### src/rtl/parity_ctrl_pkg.sv
// Purpose : shared types and constants for the serial parity frame controller.
// Latency : n/a (types only).
// Backpressure: n/a (types only).
//
// Contents:
//   ctrl_state_t          controller FSM state encoding
//   PARITY_EVEN/ODD       expected-parity selectors
//   state_is_busy()       true in every state except IDLE
package parity_ctrl_pkg;

  typedef enum logic [1:0] {
    IDLE  = 2'd0,
    SHIFT = 2'd1,
    CHECK = 2'd2,
    HOLD  = 2'd3
  } ctrl_state_t;

  localparam logic PARITY_EVEN = 1'b0;
  localparam logic PARITY_ODD  = 1'b1;

  function automatic logic state_is_busy(input ctrl_state_t s);
    return (s != IDLE);
  endfunction

endpackage

### src/rtl/parity_serial_acc.sv
// Purpose : serial parity / ones accumulator, fed one bit per enabled cycle.
// Latency : state updates on the edge after en; outputs show the post-edge value combinationally.
// Backpressure: none; the caller decides when to clear and when to feed bits.
//
// Ports:
//   clk, rst      clock and asynchronous active-high reset
//   clr           clear parity and ones count (wins over en)
//   en, bit_in    accumulate bit_in on this edge when en is high
//   par_out       running XOR of accepted bits, including the bit presented now
//   ones_out      running count of accepted 1s, including the bit presented now
module parity_serial_acc #(
  parameter int ONES_W = 4
) (
  input  logic              clk,
  input  logic              rst,
  input  logic              clr,
  input  logic              en,
  input  logic              bit_in,
  output logic              par_out,
  output logic [ONES_W-1:0] ones_out
);

  logic              par_q;
  logic              par_d;
  logic [ONES_W-1:0] ones_q;
  logic [ONES_W-1:0] ones_d;
  logic              take_one;

  // Only a 1 changes either the parity or the count.
  assign take_one = en & bit_in;

  always_comb begin
    par_d  = par_q;
    ones_d = ones_q;
    if (clr) begin
      par_d  = 1'b0;
      ones_d = '0;
    end else if (take_one) begin
      par_d  = ~par_q;
      ones_d = ones_q + ONES_W'(1);
    end
  end

  always_ff @(posedge clk or posedge rst) begin
    if (rst) begin
      par_q  <= 1'b0;
      ones_q <= '0;
    end else begin
      par_q  <= par_d;
      ones_q <= ones_d;
    end
  end

  // Mealy view: the result including the bit being presented this cycle.
  // With en and clr low this is simply the stored accumulator.
  assign par_out  = par_d;
  assign ones_out = ones_d;

endmodule

### src/rtl/parity_frame_controller.sv
// Purpose : accepts a parallel frame + parity bit, checks it serially LSB-first, reports error and ones count.
// Latency : out_valid rises DATA_W+1 edges after the accepting edge; minimum frame period DATA_W+3 cycles.
// Backpressure: in_ready low from accept until the cycle after the result handshake; result held while out_ready low.
//
// Ports:
//   clk, rst                    clock and asynchronous active-high reset
//   in_valid/in_ready           frame handshake; in_data + in_parity sampled on the accepting edge
//   out_valid/out_ready         result handshake; out_error + out_ones stable while out_valid
//   err_count                   saturating count of delivered frames with out_error=1
//   busy                        high whenever the controller is not IDLE
module parity_frame_controller
  import parity_ctrl_pkg::*;
#(
  parameter int DATA_W      = 8,
  parameter int PARITY_MODE = 0,
  parameter int ERRCNT_W    = 16
) (
  input  logic                        clk,
  input  logic                        rst,
  input  logic                        in_valid,
  output logic                        in_ready,
  input  logic [DATA_W-1:0]           in_data,
  input  logic                        in_parity,
  output logic                        out_valid,
  input  logic                        out_ready,
  output logic                        out_error,
  output logic [$clog2(DATA_W+1)-1:0] out_ones,
  output logic [ERRCNT_W-1:0]         err_count,
  output logic                        busy
);

  localparam int   ONES_W   = $clog2(DATA_W + 1);
  localparam int   CNT_W    = $clog2(DATA_W);
  localparam logic MODE_BIT = (PARITY_MODE != 0) ? PARITY_ODD : PARITY_EVEN;

  ctrl_state_t         state_q;
  ctrl_state_t         state_d;
  logic [DATA_W-1:0]   shift_q;
  logic [DATA_W-1:0]   shift_d;
  logic [CNT_W-1:0]    cnt_q;
  logic [CNT_W-1:0]    cnt_d;
  logic                par_q;
  logic                par_d;
  logic                out_error_q;
  logic                out_error_d;
  logic [ONES_W-1:0]   out_ones_q;
  logic [ONES_W-1:0]   out_ones_d;
  logic [ERRCNT_W-1:0] err_count_q;
  logic [ERRCNT_W-1:0] err_count_d;

  logic                in_fire;
  logic                out_fire;
  logic                last_bit;
  logic                acc_clr;
  logic                acc_en;
  logic                acc_par;
  logic [ONES_W-1:0]   acc_ones;

  assign in_fire  = in_valid  && (state_q == IDLE);
  assign out_fire = out_ready && (state_q == HOLD);
  assign last_bit = (cnt_q == '0);

  // The accumulator is cleared on the accepting edge so SHIFT starts fresh.
  assign acc_clr = in_fire;
  assign acc_en  = (state_q == SHIFT);

  parity_serial_acc #(
    .ONES_W (ONES_W)
  ) u_acc (
    .clk      (clk),
    .rst      (rst),
    .clr      (acc_clr),
    .en       (acc_en),
    .bit_in   (shift_q[0]),
    .par_out  (acc_par),
    .ones_out (acc_ones)
  );

  // ---------------------------------------------------------------------
  // FSM: state register
  // ---------------------------------------------------------------------
  always_ff @(posedge clk or posedge rst) begin
    if (rst) begin
      state_q <= IDLE;
    end else begin
      state_q <= state_d;
    end
  end

  // ---------------------------------------------------------------------
  // FSM: next-state logic
  // ---------------------------------------------------------------------
  always_comb begin
    state_d = state_q;
    case (state_q)
      IDLE:    if (in_valid)  state_d = SHIFT;
      SHIFT:   if (last_bit)  state_d = CHECK;
      CHECK:                  state_d = HOLD;
      HOLD:    if (out_ready) state_d = IDLE;
      default:                state_d = IDLE;
    endcase
  end

  // ---------------------------------------------------------------------
  // FSM: outputs decoded from state only
  // ---------------------------------------------------------------------
  always_comb begin
    in_ready  = (state_q == IDLE);
    out_valid = (state_q == HOLD);
    busy      = state_is_busy(state_q);
  end

  // ---------------------------------------------------------------------
  // Datapath next-value logic
  // ---------------------------------------------------------------------
  always_comb begin
    shift_d     = shift_q;
    cnt_d       = cnt_q;
    par_d       = par_q;
    out_error_d = out_error_q;
    out_ones_d  = out_ones_q;
    err_count_d = err_count_q;

    if (in_fire) begin
      shift_d = in_data;
      par_d   = in_parity;
      cnt_d   = CNT_W'(DATA_W - 1);
    end

    if (state_q == SHIFT) begin
      shift_d = shift_q >> 1;
      // Counter parks at zero once the last bit has been consumed.
      if (!last_bit) begin
        cnt_d = cnt_q - CNT_W'(1);
      end
    end

    // Accumulator has seen all DATA_W bits by the time we reach CHECK.
    if (state_q == CHECK) begin
      out_error_d = acc_par ^ par_q ^ MODE_BIT;
      out_ones_d  = acc_ones;
    end

    // Count only delivered error frames, and stick at all-ones.
    if (out_fire && out_error_q && (err_count_q != {ERRCNT_W{1'b1}})) begin
      err_count_d = err_count_q + ERRCNT_W'(1);
    end
  end

  // ---------------------------------------------------------------------
  // Datapath registers
  // ---------------------------------------------------------------------
  always_ff @(posedge clk or posedge rst) begin
    if (rst) begin
      shift_q     <= '0;
      cnt_q       <= '0;
      par_q       <= 1'b0;
      out_error_q <= 1'b0;
      out_ones_q  <= '0;
      err_count_q <= '0;
    end else begin
      shift_q     <= shift_d;
      cnt_q       <= cnt_d;
      par_q       <= par_d;
      out_error_q <= out_error_d;
      out_ones_q  <= out_ones_d;
      err_count_q <= err_count_d;
    end
  end

  assign out_error = out_error_q;
  assign out_ones  = out_ones_q;
  assign err_count = err_count_q;

endmodule

### config.mk
export PLATFORM = sky130hd
export DESIGN_NAME = parity_frame_controller
export DESIGN_NICKNAME = d
export VERILOG_FILES = /design/src/rtl/parity_ctrl_pkg.sv /design/src/rtl/parity_serial_acc.sv /design/src/rtl/parity_frame_controller.sv
export SDC_FILE = /design/constraint.sdc
export NUM_CORES = 1
export LEC_CHECK = 0
export CAP_MARGIN = 20
export CORE_UTILIZATION = 50
export CTS_BUF_LIST = sky130_fd_sc_hd__clkbuf_4 sky130_fd_sc_hd__clkbuf_8 sky130_fd_sc_hd__clkbuf_16
export DETAILED_ROUTE_END_ITERATION = 7
export GPL_TIMING_DRIVEN = 0
export PLACE_DENSITY = 0.77
export SLEW_MARGIN = 5
export SYNTH_ARGS = -nofsm -noshare
export SYNTH_HDL_FRONTEND = slang
export SYNTH_SLANG_ARGS = --single-unit
### constraint.sdc
create_clock -name clk -period 2.15 [get_ports clk]
set_input_delay 0.215 -clock clk [delete_from_list [all_inputs] [get_ports clk]]
set_output_delay 0.215 -clock clk [all_outputs]
set_load 0.005 [all_outputs]
After elaboration in Yosys (flattened, before gate mapping)
Index checks and enable logic that the tools add are counted.
Widths: inputs -> output; s select.
{"block": "word_totals", "out_inout_bits": 24, "inputBits": 13, "word_cells": 44, "ff_bits": 40}
{"block": "classes", "eq_ne": 7, "n_bitwise": 3, "reduce_logical": 9, "addsub": 3, "muxes": 13}
{"operator": "$add 16x1->16 const B", "n": 1}
{"operator": "$mux 8", "n": 2}
{"operator": "$ne 16x16->1 const B", "n": 1}
{"operator": "$mux 3", "n": 3}
{"operator": "$mux 4", "n": 2}
{"operator": "$pmux 2 s4", "n": 1}
{"operator": "$mux 2", "n": 3}
{"operator": "$add 4x1->4 const B", "n": 1}
{"operator": "$eq 2x2->1 const B", "n": 2}
{"operator": "$logic_and 1x1->1", "n": 4}
{"operator": "$ne 2x2->1 const B", "n": 2}
{"operator": "$reduce_bool 2->1", "n": 2}
{"operator": "$logic_not 3->1", "n": 1}
{"operator": "$reduce_and 3->1", "n": 1}
{"operator": "$sub 3x1->3 const B", "n": 1}
{"operator": "$eq 2x1->1 const B", "n": 1}
{"operator": "$logic_not 2->1", "n": 1}
{"operator": "$mux 1", "n": 2}
{"operator": "$ne 2x1->1 const B", "n": 1}
{"operator": "$and 1x1->1", "n": 1}
{"operator": "$not 1->1", "n": 1}
{"operator": "$xor 1x1->1", "n": 1}

Longest topological paths before layout
Gate-level depths: netlist of the first run.
{"block": "depth", "depth_word": 5, "mapped_depth": 7, "ltp_nobuf": 6}

Hierarchy
From an unflattened synthesis of the first run, not the netlist that was laid out.
{"block": "unflattened", "cells_unflattened": 180, "hier_area_um2": 1988.2}
{"mod": "parity_frame_controller", "cells_each": 158, "seq_area_each_um2": 875.8, "n_inst": 1, "area_per_inst_um2": 1762.9}
{"mod": "parity_serial_acc", "cells_each": 22, "seq_area_each_um2": 125.1, "n_inst": 1, "area_per_inst_um2": 225.2}

Worst setup path before layout of the first run
OpenSTA, ideal clock, no wires.
{"block": "synth_timing", "path_type": "reg-to-reg", "startpoint": "reg state_q[0]", "endpoint": "reg err_count_q[12], in the netlist err_count[12]", "setup_ps": 128, "period_less_slack_ps": 1901, "path_stages_with_launch": 6, "n_path_buf": 0, "setup_slack_ps": 249, "required_time_ps": 2022, "arrival_ps": 1773, "cell_sequence": "dfrtp_1 > ha_1 > and4_1 > or4b_4 > nor3_1 > mux2_1"}
{"block": "synth_via", "elab_chain_cells": 4}
{"element": "from (decl)", "line": "parity_frame_controller.sv:36", "rtl": "ctrl_state_t state_q;"}
{"element": "from (signal assigned)", "line": "parity_frame_controller.sv:86", "rtl": "state_q <= state_d;"}
{"element": "$eq 2x2->1"}
{"element": "via out_valid", "line": "parity_frame_controller.sv:24", "rtl": "output logic out_valid,"}
{"element": "$logic_and 1x1->1", "line": "parity_frame_controller.sv:60", "rtl": "assign out_fire = out_ready && (state_q == HOLD);"}
{"element": "$logic_and 1x1->1 (2 in a row)", "line": "parity_frame_controller.sv:145", "rtl": "if (out_fire && out_error_q && (err_count_q != {ERRCNT_W{1'b1}})) begin"}
{"element": "to (signal assigned)", "line": "parity_frame_controller.sv:167", "rtl": "err_count_q <= err_count_d;"}
{"element": "to (decl)", "line": "parity_frame_controller.sv:48", "rtl": "logic [ERRCNT_W-1:0] err_count_q;"}
The timed path passes the listed nets, and every way through them passes these cells.
A chain may end at the register's enable or synchronous reset.

Worst setup path in the final report of the first run
{"block": "layout_timing", "startpoint": "reg state_q[1]", "endpoint": "reg err_count_q[12], in the netlist err_count[12]"}
{"block": "layout_via", "elab_chain_cells": 4}
{"element": "$eq 2x2->1", "line": "parity_frame_controller.sv:60"}
{"element": "$logic_and 1x1->1", "line": "parity_frame_controller.sv:60"}
{"element": "$logic_and 1x1->1 (2 in a row)", "line": "parity_frame_controller.sv:145"}
Every way passes these cells.

==> results of run 1 <==
cells in the final DEF, fill, tap and decap left out, types with 2 or more instances in the layout:
cell type        count
dfrtp_1             40
ha_1                 8
mux2i_1              9
nand4_1              6
xor2_1               6
inv_1               12
mux2_2               7
nor2_1              16
clkdlybuf4s50_1     36
a21oi_1              6
clkbuf_8             5
nand3_1             11
mux2_1               2
nor3_1               8
xnor2_1              4
o21a_1               3
clkbuf_1             4
nand2_1             23
o21ai_0             13
power breakdown:
group / leakage, nW / switching, mW / total [mW] / internal (mW)
Combinational: 0.584 / 0.493 / 1.00 / 0.512
Sequential: 0.522 / 0.167 / 1.13 / 0.962
Clock: 0.0445 / 0.235 / 0.468 / 0.233
final cells by class:
class / count / area [um^2] / share of cell area [%]
Tap cell: 48 / 60.1 / 2.38
Clock buffer: 6 / 76.3 / 3.02
Inverter: 13 / 48.8 / 1.93
Clock inverter: 1 / 5.00 / 0.198
Sequential cell: 40 / 1000 / 39.6
Multi-Input combinational cell: 140 / 948 / 37.5
Timing Repair Buffer: 37 / 368 / 14.6
Buffer: 5 / 18.8 / 0.743
path summary, 6_finish.rpt:
kind                       cells after the start              startpoint                   endpoint  slack [ps]
max                                            5  state_q[1]$_DFFE_PP0P_  err_count[12]$_DFFE_PP0P_         140
min in group clk                               2  shift_q[5]$_DFFE_PP0P_     shift_q[4]$_DFFE_PP0P_         490
min                                            2                     rst  err_count[13]$_DFFE_PP0P_         400
max reg2reg                                    5  state_q[1]$_DFFE_PP0P_  err_count[12]$_DFFE_PP0P_         140
min reg2reg                                    2  shift_q[5]$_DFFE_PP0P_     shift_q[4]$_DFFE_PP0P_         490
max in group asynchronous                      2                     rst  err_count[12]$_DFFE_PP0P_        1230
kinds of logic (layout without fill, tap and decap cells):
family | Yosys count | count (layout) | synth area share (%)
AO/OA/AOI/OAI | 29 | 29 | 8.61
XOR/XNOR | 10 | 10 | 4.37
adder cells (fa/ha/maj) | 9 | 9 | 5.61
buffers and inverters | 18 | 62 | 3.37
flip-flops | 40 | 40 | 49.9
multiplexers | 18 | 18 | 9.54
AND/OR/NAND/NOR | 74 | 74 | 18.6
what timing repair did:
action                                  4_1_cts  5_1_grt
endpoints found under the setup margin        0        2
resized for setup                             0        2
setup buffers                                 0        1
state kept, by name (all words and copies together), names as in the netlist:
name / flops
err_count: 16
shift_q: 8
out_ones: 4
u_acc.ones_q: 4
cnt_q: 3
state_q: 2
out_error: 1
par_q: 1
u_acc.par_q: 1
layer usage:
layer	wire length [um]	track usage [%]	up-vias
met5	0	0	-
met4	36	4.89	0
met2	1770	33.0	34
met1	1860	28.5	762
li1	-	-	774
met3	160	6.25	4
stage by stage:
step                      cells  hold WS [ps]
after global placement      282           460
after CTS                   289           437
after detailed placement    282           473
after floorplan             198           320
after global routing        290           496
final                       290           402
==> summary.txt, run 1 <==
Job
  – Max cap viols: 0

STA
  – Number of setup violations in the final report: 0
  – Slew @ Worst Pin: 804 ps
  – Worst Setup Slack, final: 140 ps
  – Clock Skew: 2.65 ps
  – Setup tns final: 0 ps
  – RSZ-0062 raised after global routing: false
  – F_max: 498 MHz
  – Max Slew Vio Count: 0
  – Final Critical Period: 2010 ps
  – Max transition margin: 46.3%
  – Fin. Hold Viols: 0
  – Tcrit/Tclk final: 93.5%

Yosys
  – Most frequent cell after synthesis: dfrtp_1
  – Sequential area share after synthesis: 49.9%
  – Cell Area, Synth: 2010 um^2
  – Top cells by area, synth: dfrtp_1, ha_1, mux2i_1
  – Top cell type's share of synthesized area: 49.9%
  – Unique masters post-synth: 34
  – Yosys reg bits: 40
  – Post-Syn Instances: 198
  – EDFF count, synth: 0
  – Top_reg_cell synth: dfrtp_1
  – Post-Syn Nets: 220
  – Synth warnings: 0
  – Synth Area per Inst: 10.1 um^2
  – Post-synth ARST share: 100%
  – Post-synth top cells: dfrtp_1, nand2_1, nor2_1
  – Largest area contributor in the netlist: dfrtp_1

GRT
  – GRT Util Overall: 21.0%
  – Grt ovf: 0
  – Initial antenna violation count: 0
  – Largest net degree at the start of global routing: 41
  – First-pass GRT wire length: 6770 um
  – Vias in the first global route: 1474

Critical path
  – WP buf/inv: 0
  – Setup crit start kind: flip-flop
  – Crit. End Element: flip-flop
  – Crit-path cells: ha_2, and4_1, or4b_4, nor3_1, mux2_1
  – CP Class: reg2reg
  – CP delay by family, top: simple AND/OR/NAND/NOR gates
  – Worst path required time: 2320 ps
  – WP data arrival: 2180 ps
  – CP max stage cell: or4b_4
  – Crit-path max FO: 5
  – Worst path max stage delay: 510 ps

Pwr
  – Power Total: 2.60 mW
  – Leakage: 1.15 nW
  – Max VDD drop: 689 uV
  – PwrDens: 1030 nW/um^2

Finish
  – Share of cells above drive strength 1: 9.50%
  – Post-route design area: 2530 um^2
  – Diode count: 0
  – Area growth syn-to-layout: 26.0%
  – Fillers: 320
  – Nets: 264
  – Core Util, Final: 67.5%

Place
  – Placed Area: 2430 um^2
  – Place WS: -0.327 ps
  – PortBufs: 36
  – RePlAce Congestion: 0.875
  – Dpl hpwl: 2720 um

Routing
  – Routed wire per std cell: 13.2 um
  – Routed Antenna Nets: 0
  – Final wirelength: 3830 um
  – Vias per inst: 5.43
  – # DRC: 0
  – Via count: 1574
  – Initial DRC Count: 126
  – DRT Pass-1 Iters: 4

Die
  – Placement row count: 22
  – Initial Util: 53.6%
  – Number of I/O pins: 37
  – Die Wd: 65.3 um
  – Core ar.: 3740 um^2
  – Die Area: 4270 um^2
  – Die Y: 65.3 um

Clocking
  – Worst skew pair latency: 280 ps
  – Htree depth: 2
  – Total CTS buffers: 5
  – Hold buffers post-CTS: 0
  – Clk slew on worst S/H paths: 70 ps
  – Max Buffers Root-to-Sink: 2
  – CTS sink cnt: 40
  – CTS tree: built
  – Clock root buffer master: clkbuf_8

Status
  – Status: finished clean

Worst hold path
  – Worst Hold Class: in2async
No activity file was read; power rests on OpenSTA's default activity.
==> inputs of run 2 (changes only) <==
--- a/config.mk
+++ b/config.mk
@@ -5,12 +5,13 @@
 export SDC_FILE = /design/constraint.sdc
 export NUM_CORES = 1
 export LEC_CHECK = 0
+export ABC_AREA = 1
 export CAP_MARGIN = 20
 export CORE_UTILIZATION = 50
 export CTS_BUF_LIST = sky130_fd_sc_hd__clkbuf_4 sky130_fd_sc_hd__clkbuf_8 sky130_fd_sc_hd__clkbuf_16
 export DETAILED_ROUTE_END_ITERATION = 7
 export GPL_TIMING_DRIVEN = 0
-export PLACE_DENSITY = 0.77
+export PLACE_DENSITY = 0.76
 export SLEW_MARGIN = 5
 export SYNTH_ARGS = -nofsm -noshare
 export SYNTH_HDL_FRONTEND = slang
==> run 2 against run 1 <==
Fmax rose by 11%. Cell count rose by 30%. Core utilization fell by 3.2 points. Setup slack improved by 190 ps. Power grew 31%. Clock-buffer cell count stayed put. First-iteration DRC count fell by 23%. Clock skew is 2.8 ps higher. Sequential share of layout area shrank 3.8 points. Largest cell class is now multi-input combinational cells. Highest routed layer unchanged.
==> summary.txt, run 2 <==
Status
  – Status: finished clean

Finish
  – Commonest non-fill, non-tap cell in the layout: nand2_1
  – Commonest non-fill, non-tap cells in the layout: nand2_1, dfrtp_1, inv_1
  – Core Util, Final: 64.3% (-3.2 points)
  – Post-route design area: 2800 um^2 (+11%)
  – Diode count: 0 (unchanged)
  – Area growth syn-to-layout: 24.3%
  – Nets: 346 (+31%)
  – Share of cells above drive strength 1: 11.1% (+1.6 points)
  – Max reg flops: 16 (unchanged)
  – Fillers: 394 (+23%)

Critical path
  – R2r worst-path depth: 9 (+4)
  – CP most frequent cell: inv_1
  – Setup crit end: busy
  – Reg2Reg Setup Slack: 380 ps (+240 ps)
  – Worst reg2reg path startpoint: err_count[0]$_DFFE_PP0P_
  – Crit-path cells: inv_1, ha_1, inv_1, clkdlybuf4s50_1
  – Crit-path max FO: 4 (-1)
  – Setup crit start kind: flip-flop
  – WP data arrival: 1600 ps (-580 ps)
  – CP delay by family, top: buffers and inverters
  – WP buf/inv: 3 (+3)
  – Crit. End Element: primary output
  – Worst path required time: 1930 ps (-390 ps)
  – Worst path max stage delay: 500 ps (about the same)
  – CP Class: reg2out
  – Critical Path Source: state_q[0]$_DFFE_PP0P_
  – CP max stage cell: clkdlybuf4s50_1
  – FF-to-FF End: err_count[14]$_DFFE_PP0P_
  – Levels on crit path: 4 (-1)

GRT
  – Initial antenna violation count: 0 (unchanged)
  – Grt ovf: 0 (unchanged)
  – First-pass GRT wire length: 7980 um (+18%)
  – GRT Util Overall: 20.6% (-0.46 points)
  – Largest net degree at the start of global routing: 41 (unchanged)
  – Vias in the first global route: 1818 (+23%)

Routing
  – Initial DRC Count: 97 (-23%)
  – Routed Antenna Nets: 0 (unchanged)
  – # DRC: 0 (unchanged)
  – Routed wire per std cell: 11.3 um (-14%)
  – DRT Pass-1 Iters: 4 (unchanged)
  – Via count: 1902 (+21%)
  – Final wirelength: 4270 um (+12%)
  – Vias per inst: 5.05 (-7.0%)

Yosys
  – Top_reg_cell synth: dfrtp_1
  – Unique masters post-synth: 28 (-18%)
  – Post-Syn Instances: 281 (+42%)
  – Synth warnings: 0 (unchanged)
  – Largest area contributor in the netlist: dfrtp_1
  – EDFF count, synth: 0 (unchanged)
  – Cell Area, Synth: 2250 um^2 (+12%)
  – Yosys reg bits: 40 (unchanged)
  – Synth Area per Inst: 8.01 um^2 (-21%)
  – Post-synth ARST share: 100% (unchanged)
  – Top cell type's share of synthesized area: 44.5% (-5.4 points)
  – Most frequent cell after synthesis: nand2_1
  – Post-Syn Nets: 303 (+38%)
  – Top cells by area, synth: dfrtp_1, nand2_1, inv_1
  – Sequential area share after synthesis: 44.5% (-5.4 points)
  – Post-synth top cells: nand2_1, dfrtp_1, inv_1

Clocking
  – Clock root buffer master: clkbuf_8
  – Post_cts resized: 0 (unchanged)
  – Post CTS Setup Buffer Count: 0 (unchanged)
  – CTS sink cnt: 40 (unchanged)
  – Htree depth: 2 (unchanged)
  – Clk slew on worst S/H paths: 80 ps (about the same)
  – Worst skew pair latency: 290 ps (about the same)
  – Hold buffers post-CTS: 0 (unchanged)
  – Total CTS buffers: 5 (unchanged)
  – Max Buffers Root-to-Sink: 2 (unchanged)
  – CTS tree: built

STA
  – F_max: 551 MHz (+11%)
  – Final Critical Period: 1820 ps (-194 ps)
  – Clock Skew: 5.42 ps (+2.77 ps)
  – Hold WS: 388 ps (-14.2 ps)
  – Max Slew Vio Count: 0 (unchanged)
  – Max transition margin: 46.7% (+0.43 points)
  – Slew @ Worst Pin: 798 ps (-6.40 ps)
  – Fin. Hold Viols: 0 (unchanged)
  – Number of setup violations in the final report: 0 (unchanged)
  – Tcrit/Tclk final: 84.5% (-9.0 points)
  – Setup tns final: 0 ps (unchanged)
  – RSZ-0062 raised after global routing: false

Pwr
  – PwrDens: 1220 nW/um^2 (+19%)
  – Cell Int Power: 2.11 mW (+23%)
  – Switching power: 1.31 mW (+46%)
  – Power Total: 3.42 mW (+31%)
  – Logic gate share of total power: 43.4% (+4.8 points)
  – Max VDD drop: 701 uV (+1.7%)
  – Clock power share: 19.3% (+1.3 points)
  – Leakage: 1.34 nW (+17%)
  – Switch share: 38.3% (+3.9 points)
  – Sequential fraction of design power: 37.4% (-6.0 points)

Die
  – Die Area: 4770 um^2 (+12%)
  – Core ar.: 4350 um^2 (+16%)
  – Number of I/O pins: 37 (unchanged)
  – Placement row count: 24 (+9.1%)
  – Initial Util: 51.7% (-1.9 points)
  – Die Y: 69.1 um (+5.8%)
  – Die Wd: 69.1 um (+5.8%)

Place
  – PortBufs: 36 (unchanged)
  – Dpl hpwl: 3200 um (+18%)
  – RePlAce Congestion: 0.837 (-4.3%)
  – Placed Area: 2680 um^2 (+10%)

Worst hold path
  – Worst Hold Class: in2async

Job
  – Max cap viols: 0 (unchanged)
run 2: changes by cell type after synthesis, moves of 8 or more:
cell     change
inv_1       +25
mux2i_1      -9
nand2_1     +54
nand3_1     +11
nor2_1       +8
run 2: layer usage:
metal	vias up	global-route usage, %	part of all wire (%)
met2	39	33.4	45
met4	0	7.03	1.4
met5	-	0	0
met1	875	26.8	49
li1	983	-	-
met3	5	4.97	4.2
run 2: how the worst min path moves through the flow:
stage                                     end  slack, ps                     from  cells after the start
finish              err_count[11]$_DFFE_PP0P_        390                      rst                      2
CTS                 u_acc.ones_q[2]$_DFF_PP0_        430                      rst                      2
floorplan                   par_q$_DFFE_PP0P_        340                in_parity                      2
global placement      out_ones[1]$_DFFE_PP0N_        470  out_ones[1]$_DFFE_PP0N_                      2
detailed placement    out_ones[0]$_DFFE_PP0N_        460  out_ones[0]$_DFFE_PP0N_                      2
global route           shift_q[7]$_DFFE_PP0P_        460               in_data[7]                      3
run 2: power groups by stage:
stage / sequential (mW) / combinational (mW) / clock, mW
after floorplan: 1.25 / 0.966 / 0
after global placement: 1.28 / 1.45 / 0
after detailed placement: 1.30 / 1.48 / 0
after CTS: 1.28 / 1.50 / 0.666
after global routing: 1.33 / 1.71 / 0.708
final: 1.28 / 1.48 / 0.658
run 2: area by class of cell:
class | instances | area (um^2) | area share (%)
Timing Repair Buffer | 36 | 360 | 12.9
Buffer | 5 | 38.8 | 1.39
Clock buffer | 6 | 82.6 | 2.95
Sequential cell | 40 | 1000 | 35.8
Multi-Input combinational cell | 197 | 1060 | 38.1
Inverter | 39 | 146 | 5.23
Tap cell | 52 | 65.1 | 2.33
Clock inverter | 2 | 38.8 | 1.39
run 2: stage by stage:
stage,cells,setup WS [ps]
global placement,369,130
detailed placement,369,384
finish,377,334
floorplan,281,636
global route,377,210
CTS,377,323
run 2: cell families (layout without fill, tap and decap cells):
group | Yosys count | in the layout | synth area share (%)
and+or+nand+nor | 147 | 147 | 29.2
AOI/OAI and AO/OA | 32 | 32 | 9.56
xor gates and xnor gates | 9 | 9 | 3.50
DFF | 40 | 40 | 44.5
buffers and inverters | 44 | 88 | 8.23
adders and majority gates | 9 | 9 | 5.00
run 2: worst register-to-register path, delay by kind of cell, from the launching register on:
kind | cells | cell delay [ps]
fa+ha+maj | 1 | 330
flops | 1 | 490
simple gates | 7 | 690
buf+inv | 1 | 160
